File: src/rtl/level_sweep_seq.sv
// level_sweep_seq: steps a DAC threshold per delay code until the comparator drops, reporting one crossing point per delay code.
// Define LEVEL_SWEEP_TIMEOUT_EN to add a strobe watchdog that drives err_o.
module level_sweep_seq #(
    parameter int DAC_CODE_WIDTH   = 16,
    parameter int DELAY_CODE_WIDTH = 10,
    parameter int SETTLE_STB       = 3,
    parameter int TIMEOUT_CYCLES   = 2**24
) (
    input  logic                        clk_i,
    input  logic                        rst_i,
    input  logic                        run_i,
    input  logic                        abort_i,
    input  logic                        stb_i,
    input  logic                        cmp_out_i,
    input  logic [DAC_CODE_WIDTH-1:0]   threshold_start_i,
    input  logic [DAC_CODE_WIDTH-1:0]   threshold_delta_i,
    input  logic [DELAY_CODE_WIDTH-1:0] d_code_delta_i,
    output logic [DAC_CODE_WIDTH-1:0]   threshold_o,
    output logic                        threshold_wre_o,
    input  logic                        threshold_rdy_i,
    output logic [DELAY_CODE_WIDTH-1:0] d_code_o,
    output logic                        busy_o,
    output logic                        done_o,
    output logic                        err_o,
    output logic                        point_rdy_o,
    output logic [DAC_CODE_WIDTH-1:0]   point_v_o,
    output logic [DELAY_CODE_WIDTH-1:0] point_t_o,
    output logic                        point_ovf_o
);
    localparam int SW = $clog2(SETTLE_STB + 2);
    typedef enum logic [2:0] {IDLE, DAC_WR, DAC_WAIT, SETTLE, SAMPLE, POINT, NEXT_T} state_t;
    state_t state;
    logic [DAC_CODE_WIDTH-1:0] start;
    logic [DAC_CODE_WIDTH-1:0] tdelta;
    logic [DELAY_CODE_WIDTH-1:0] ddelta;
    logic [SW-1:0] stb_cnt;
    logic [DAC_CODE_WIDTH:0] tsum;
    logic [DELAY_CODE_WIDTH:0] dsum;
    logic timeout;
    // the extra top bit of each sum flags a step past the code range
    assign tsum = {1'b0, threshold_o} + {1'b0, tdelta};
    assign dsum = {1'b0, d_code_o} + {1'b0, ddelta};
`ifdef LEVEL_SWEEP_TIMEOUT_EN
    localparam int WW = $clog2(TIMEOUT_CYCLES + 1);
    logic [WW-1:0] wd_cnt;
    logic waiting;
    assign waiting = (state == SETTLE) || (state == SAMPLE);
    assign timeout = waiting && !stb_i && (wd_cnt == WW'(TIMEOUT_CYCLES - 1));
    always_ff @(posedge clk_i) begin
        if (rst_i || !waiting || stb_i) wd_cnt <= '0;
        else wd_cnt <= wd_cnt + 1'b1;
        if (rst_i) err_o <= 1'b0;
        else if (state == IDLE && run_i && !abort_i) err_o <= 1'b0;
        else if (timeout) err_o <= 1'b1;
    end
`else
    assign timeout = 1'b0;
    assign err_o = 1'b0;
`endif
    always_ff @(posedge clk_i) begin
        threshold_wre_o <= 1'b0;
        done_o <= 1'b0;
        point_rdy_o <= 1'b0;
        if (rst_i) begin
            state <= IDLE;
            threshold_o <= '0;
            d_code_o <= '0;
            busy_o <= 1'b0;
            point_v_o <= '0;
            point_t_o <= '0;
            point_ovf_o <= 1'b0;
            start <= '0;
            tdelta <= '0;
            ddelta <= '0;
            stb_cnt <= '0;
        end else if (abort_i || timeout) begin
            state <= IDLE;
            busy_o <= 1'b0;
        end else begin
            case (state)
                IDLE: if (run_i) begin
                    start <= threshold_start_i;
                    tdelta <= (threshold_delta_i == '0) ? DAC_CODE_WIDTH'(1) : threshold_delta_i;
                    ddelta <= (d_code_delta_i == '0) ? DELAY_CODE_WIDTH'(1) : d_code_delta_i;
                    threshold_o <= threshold_start_i;
                    d_code_o <= '0;
                    busy_o <= 1'b1;
                    state <= DAC_WR;
                end
                DAC_WR: if (threshold_rdy_i) begin
                    threshold_wre_o <= 1'b1;
                    state <= DAC_WAIT;
                end
                // the write pulse marks the first DAC_WAIT cycle, when rdy may not yet have dropped
                DAC_WAIT: if (!threshold_wre_o && threshold_rdy_i) begin
                    stb_cnt <= '0;
                    state <= SETTLE;
                end
                SETTLE: if (SETTLE_STB == 0) state <= SAMPLE;
                else if (stb_i) begin
                    stb_cnt <= stb_cnt + 1'b1;
                    if (stb_cnt == SW'(SETTLE_STB - 1)) state <= SAMPLE;
                end
                SAMPLE: if (stb_i) begin
                    if (cmp_out_i && !tsum[DAC_CODE_WIDTH]) begin
                        threshold_o <= tsum[DAC_CODE_WIDTH-1:0];
                        state <= DAC_WR;
                    end else begin
                        point_v_o <= cmp_out_i ? '1 : threshold_o;
                        point_ovf_o <= cmp_out_i;
                        point_t_o <= d_code_o;
                        point_rdy_o <= 1'b1;
                        state <= POINT;
                    end
                end
                POINT: state <= NEXT_T;
                NEXT_T: if (dsum[DELAY_CODE_WIDTH]) begin
                    done_o <= 1'b1;
                    busy_o <= 1'b0;
                    state <= IDLE;
                end else begin
                    d_code_o <= dsum[DELAY_CODE_WIDTH-1:0];
                    threshold_o <= start;
                    state <= DAC_WR;
                end
                default: state <= IDLE;
            endcase
        end
    end
endmodule

File: config.mk
export PLATFORM = sky130hd
export DESIGN_NAME = level_sweep_seq
export DESIGN_NICKNAME = d
export VERILOG_FILES = /design/src/rtl/level_sweep_seq.sv
export SDC_FILE = /design/constraint.sdc
export NUM_CORES = 1
export LEC_CHECK = 0
export ABC_AREA = 1
export BUFFER_PORTS_ARGS = -buffer_cell sky130_fd_sc_hd__buf_2
export CAP_MARGIN = 20
export CORE_MARGIN = 1
export CORE_UTILIZATION = 55
export DETAILED_ROUTE_END_ITERATION = 6
export PLACE_DENSITY = 0.79
export SETUP_SLACK_MARGIN = 0.5
export SYNTH_ARGS = -nofsm -noshare
export SYNTH_HDL_FRONTEND = slang
export SYNTH_SLANG_ARGS = --single-unit
File: constraint.sdc
create_clock -name clk_i -period 4 [get_ports clk_i]
set_input_delay 0.2 -clock clk_i [delete_from_list [all_inputs] [get_ports clk_i]]
set_output_delay 0.2 -clock clk_i [all_outputs]
set_load 0.02 [all_outputs]
# Yosys cells after proc, flatten, opt, wreduce, memory -nomap -nowiden
# Index checks and enable logic that the tools add are counted.
dict set report classes {
  addsub 3
  n_mul 0
  div_mod_pow 0
  n_lt_le_gt_ge 0
  eq_ne 16
  shifts 0
  muxes 29
  bitwise_logic 6
  n_reduce_logical 21
}
# op n
set op_table {}
lappend op_table {{2-to-1 mux 16 bit} 6}
lappend op_table {{case mux 16 bit (3 select lines)} 1}
lappend op_table {{2-to-1 mux 10 bit} 3}
lappend op_table {{2-to-1 mux 3 bit} 9}
lappend op_table {{case mux 3 bit (7 select lines)} 1}
lappend op_table {{case mux 10 bit (2 select lines)} 1}
lappend op_table {{!= test 2 bit, second input constant} 9}
lappend op_table {{adder 16 x 16 -> 17 bit} 1}
lappend op_table {{zero test 16 bit} 1}
lappend op_table {{AND reduction 4 bit} 3}
lappend op_table {{AND reduction 6 bit} 2}
lappend op_table {{adder 10 x 10 -> 11 bit} 1}
lappend op_table {{zero test 10 bit} 1}
lappend op_table {{equality test 3 x 2 -> 1 bit, second input constant} 3}
lappend op_table {{equality test 3 bit, second input constant} 3}
lappend op_table {{2-to-1 mux 1 bit} 6}
lappend op_table {{NOT 1 bit} 6}
lappend op_table {{case mux 3 bit (2 select lines)} 1}
lappend op_table {{AND reduction 3 bit} 2}
lappend op_table {{OR reduction 3 bit} 2}
lappend op_table {{nonzero test 2 bit} 2}
lappend op_table {{OR reduction 4 bit} 1}
lappend op_table {{adder 3 x 1 -> 3 bit, second input constant} 1}
lappend op_table {{equality test 3 x 1 -> 1 bit, second input constant} 1}
lappend op_table {{other kinds (6)} 8}
dict set report word_totals {
  regBits 105
  latchBits 0
  mem_bits_rw 0
  romBits 0
  inputBits 49
  out_inout_bits 58
  elab_cells 89
  mem_count 0
}

# Longest topological paths before layout
dict set report depth {
  ltp_word 6
  depth_mapped 15
  depth_no_buf 14
}

# Least setup slack after synthesis
# No wires, ideal clock.
dict set report synth_timing {
  path_type {register to register}
  startpoint {register threshold_o[0]}
  endpoint {register threshold_o[12]}
  setup_ps 114
  t_arrival_ps 2034
  required_ps 3886
  setup_slack_ps 1852
  stages_incl_launch_ff 14
  n_path_buf 1
  synth_period_minus_slack_ps 2148
  cell_sequence {dfxtp_1 -> ha_1 -> fa_1 -> nand2_1 -> nand2_1 -> nand3_1 -> nand2_1 -> nand2_1 -> nand3_1 -> nand2_1 -> nand3_4 -> buf_4 -> a21oi_1 -> nor2_1}
}
dict set report synth_via {
  elab_chain_len 5
  word_cells_on_any_way 8
  classes_between {1 x add/sub; 1 x eq/ne; 3 x mux; 3 x reduce/logical}
}
# item line
set synth_rtl {}
lappend synth_rtl {{start: declaration} 18} ;# output logic [DAC_CODE_WIDTH-1:0] threshold_o,
lappend synth_rtl {{start signal: assignment} 85} ;# threshold_o <= threshold_start_i;
lappend synth_rtl {{start signal: assignment} 106} ;# threshold_o <= tsum[DAC_CODE_WIDTH-1:0];
lappend synth_rtl {{start signal: assignment} 123} ;# threshold_o <= start;
lappend synth_rtl {{adder 16 x 16 -> 17 bit *} 41} ;# assign tsum = {1'b0, threshold_o} + {1'b0, tdelta};
lappend synth_rtl {{zero test 1 bit} 105} ;# if (cmp_out_i && !tsum[DAC_CODE_WIDTH]) begin
lappend synth_rtl {{logical AND 1 bit} 105}
lappend synth_rtl {{!= test 2 bit (no source line)} --}
lappend synth_rtl {{AND reduction 6 bit (no source line)} --}
# Every way passes the cells marked *; elsewhere a longest branch is shown, timed or not. The select of a mux whose other input is x is not followed.
# A chain may end at the register's enable or synchronous reset.

# Worst setup path after layout
dict set report layout_timing {
  startpoint {register threshold_o[0]}
  endpoint {register point_t_o[2]}
}
dict set report layout_via {
  elab_chain_len 5
}
# item line
set layout_rtl {}
lappend layout_rtl {{adder 16 x 16 -> 17 bit} 41}
lappend layout_rtl {{zero test 1 bit} 105}
lappend layout_rtl {{logical AND 1 bit} 105}
lappend layout_rtl {{NOT 1 bit (no source line)} --}
lappend layout_rtl {{AND reduction 4 bit (no source line)} --}
lappend layout_rtl {{end signal: assignment} 111} ;# point_t_o <= d_code_o;
lappend layout_rtl {{end: declaration} 27} ;# output logic [DELAY_CODE_WIDTH-1:0] point_t_o,
# Every way passes these cells.

==> results.md <==
* Status: finished, final reports clean
* Synth async-reset ratio at 0
* Die Width at about 100 um
* Nets@finish at 1,040
* Clk_lat worst skew at about 0.38 ns
* Worst setup endpoint: point_t_o[2]
* Switching share of power at 0.3373
* XOR/XNOR share of the synthesized area at 0.009071
* P&R area growth vs syn at 12.70%
* Simple-Gate Fraction of Synth Area at 0.3348
* # Post-CTS Setup Buffers at 0
* Top cells by count, synth: nand2_1, nor2_1, dfxtp_1, inv_1, a21oi_1
* Num ports at about 110
* Worst path buffer plus inverter count at 1
* Leakage at 3.472 nW
* Reg2reg setup slack at roughly 1.4 ns
* Slew Viols, Final at 0
* Crit path DAT at just under 3 ns
* Core Area at slightly above 10,000 um2
* RR Endpoint: point_t_o[2]
* Main combinational cell family by area after synthesis: simple AND/OR/NAND/NOR gates
* DRC viols at 0
* Share of the synthesized area in the top cell type at 0.3629
* Htree depth at 3
* Reg2reg start: threshold_o[0]
* Sink Count at 105
* Storage cell area at 2102 um2
* Die Y at 104.6 um
* Tcrit/Tclk final at 0.6612
* Starting Density at 0.5637
* Aggregate global routing overflow at 0
* Synth Area in Compound Gates at 0.1289
* Antenna Cells at 0
* HP Class: input pin to flop
* Worst Hold Slack at ~0.06 ns
* Max Clock Freq at about 380 MHz
* Critical Path Source: threshold_o[0]
* Largest net degree at the start of global routing at 50
* Mux contribution to synthesized area at 0
* First-pass GRT wire length at ~25,000 um
* DP HPWL at 10,990 um
* Max-cap violations at 0
* Via density per instance at slightly above 5
* IO Port Bufs at about 110
* Critical path's top delay family: simple AND/OR/NAND/NOR gates
* Tmin final at approximately 2.6 ns
* RePlAce Congestion at between 0.8 and 0.9
* Total net switching power at roughly 0.8 mW
* Setup CP Type: flop to flop
* Die footprint at 10,950 um2
* CP Max Fanout at 17
* Syn Area/Cell at between 6 and 7 um2
* Clock Tree Buf Depth at 2
* Critical Path Start Type: flop
* Power Density at around 350 nW/um2
* Prevailing post-synth register cell: dfxtp_1
* Skew final at 0.01126 ns
* Critical path's most frequent cell: nand2_1
* Area of the multi-input gates at between 3000 and 4000 um2
* GR Util All Layers at 0.2840
* Synth cell types at 48
* Via count at 5,710
* 1st-pass router iterations at 5
* Fillcell total at approximately 1.0k
* Clk root buf: clkbuf_8
* Reg power frac at 0.512
* Crit-path slowest cell: nand3_1
* Cts repair resizes at 0
* Post-DRT Antenna Nets at 0
* Clock transition at the registers of the reported paths at approximately 0.1 ns
* Initial antenna violation count at 1
* Largest area contributor in the netlist: dfxtp_1
* Slew headroom at 0.4763
* Setup TNS at 0 ns
* Number of global-route vias before repair at between 5k and 6k
* Clock power share at 0.255
* Hold_buf cts at 0
* Synth Area in Adders at 0.06739
* Netlist Area Pre-Place at 5793 um2
* Final setup violating endpoints at 0
* VDD IR-drop max at ~0.19 mV
* Rows at 37
* Synth Net Count at between 900 and 1k
* Yosys reg bits at 105
* Most frequent cell after synthesis: nand2_1
* Crit. End Element: flop
* Share of cells above drive strength 1 at 0.1594
* Mapped Cells at between 800 and 900
* CP Cell Sequence: ha_1, fa_1, nand2_1, nand2_1, nand3_1, nand2_1, nand2_1, nand3_1, nand3_1, buf_4, o21ai_0, a21oi_1
* Final WL at between 10,000 and 15,000 um
* Synth top area cells: dfxtp_1, nand2_1, nor2_1, inv_1, ha_1
* Critical Path RT at 4.30 ns
* Crit-path max cell delay at ~0.48 ns
* Least-Margin Pin Slew at approximately 0.8 ns
* Routed length per instance at 13.52 um
* Critical path depth in cells at 12
* Cells on worst reg2reg path at 12
* Internal at 1.532 mW
* Seq/Total Area, Yosys at 0.3629
* RSZ-0062 raised after global routing: no
* CTS tree: yes
* DRT iter0 DRCs at about 340
* EDFF count, synth at 0
* Final hold violation count at 0
* Total CTS buffers at 9
* Combinational cell fraction of total power at 0.233
* Syn. warnings at 0
-- layout make-up --
type                    count  share of cell area
multi-input cells         629              0.4799
flip-flops and latches    105              0.3220
repair buffers            108             0.08394
inverters                 108             0.06305
well taps                 136             0.02606
clock buffers              11             0.02012
clock inverters             5            0.004983
-- cells in the final DEF (no fill, tap or decap), drive strengths merged, types with 3 or more instances in the layout --
| cell type | count |
|---|---|
| nor2 | 134 |
| nand2 | 224 |
| o21ai | 63 |
| dfxtp | 105 |
| nor4 | 7 |
| xor2 | 4 |
| buf | 108 |
| clkinv | 6 |
| ha | 28 |
| nand3b | 3 |
| a21oi | 63 |
| nand4 | 6 |
| and2 | 3 |
| nand3 | 62 |
| clkbuf | 11 |
| or2 | 8 |
| inv | 107 |
| nor3 | 4 |
-- state kept, by name, summed over array words and instances (netlist names) --
| name | flops |
|---|---|
| busy_o | 1 |
| d_code_o | 10 |
| ddelta | 10 |
| done_o | 1 |
| point_ovf_o | 1 |
| point_rdy_o | 1 |
| point_t_o | 10 |
| point_v_o | 16 |
| start | 16 |
| state | 3 |
| stb_cnt | 3 |
| tdelta | 16 |
| threshold_o | 16 |
| threshold_wre_o | 1 |
-- cell families after synthesis --
family / Yosys count
xor+xnor: 6
flops: 105
simple gates: 452
fa+ha+maj: 30
other cells: 1
compound gates: 140
buf+inv: 137
-- how the worst min path moves through the flow --
stage	startpoint	end	slack [ns]	depth (start not counted)
after floorplan	rst_i	tdelta[11]	0.27	1
after detailed placement	point_t_o[1]	point_t_o[1]	0.43	2
after global placement	point_t_o[2]	point_t_o[2]	0.43	2
after CTS	d_code_delta_i[3]	ddelta[3]	0.06	3
final	threshold_start_i[6]	start[6]	0.06	3
after global routing	d_code_delta_i[3]	ddelta[3]	0.08	3
-- per-layer routing --
| layer | vias to the layer above | part of all wire | track usage |
|---|---|---|---|
| li1 | 2964 | - | - |
| met1 | 2548 | 0.48 | 0.4009 |
| met2 | 174 | 0.43 | 0.4418 |
| met3 | 24 | 0.067 | 0.03805 |
| met4 | 0 | 0.019 | 0.1036 |
| met5 | - | 0 | 0 |
-- per-stage QoR --
step	instances	setup WS, ns	cell area (um2)	power (mW)	util
6_report	1102	1.355	6529	2.313	0.6353
3_3_place_gp	1086	1.467	6365	1.728	0.6193
3_5_place_dp	1086	1.356	6365	1.738	0.6193
4_1_cts	1102	1.337	6529	2.314	0.6353
5_1_grt	1102	1.078	6529	2.440	0.6353
2_1_floorplan	871	1.852	5793	1.586	-
-- worst register-to-register path: stages (launching register included) --
cell	delay, ns
dfxtp_1	0.35
ha_1	0.25
fa_1	0.41
nand2_1	0.08
nand2_1	0.08
nand3_1	0.09
nand2_1	0.11
nand2_1	0.08
nand3_1	0.13
nand3_1	0.48
buf_4	0.31
o21ai_0	0.09
a21oi_1	0.14
-- power by group through the flow --
stage | Clock, mW | Combinational [mW] | Sequential (mW)
final | 0.589 | 0.539 | 1.18
after global routing | 0.639 | 0.608 | 1.19
after CTS | 0.596 | 0.534 | 1.18
after detailed placement | 0 | 0.530 | 1.21
after global placement | 0 | 0.521 | 1.21
after floorplan | 0 | 0.367 | 1.22
(Power assumes the default switching activity.)
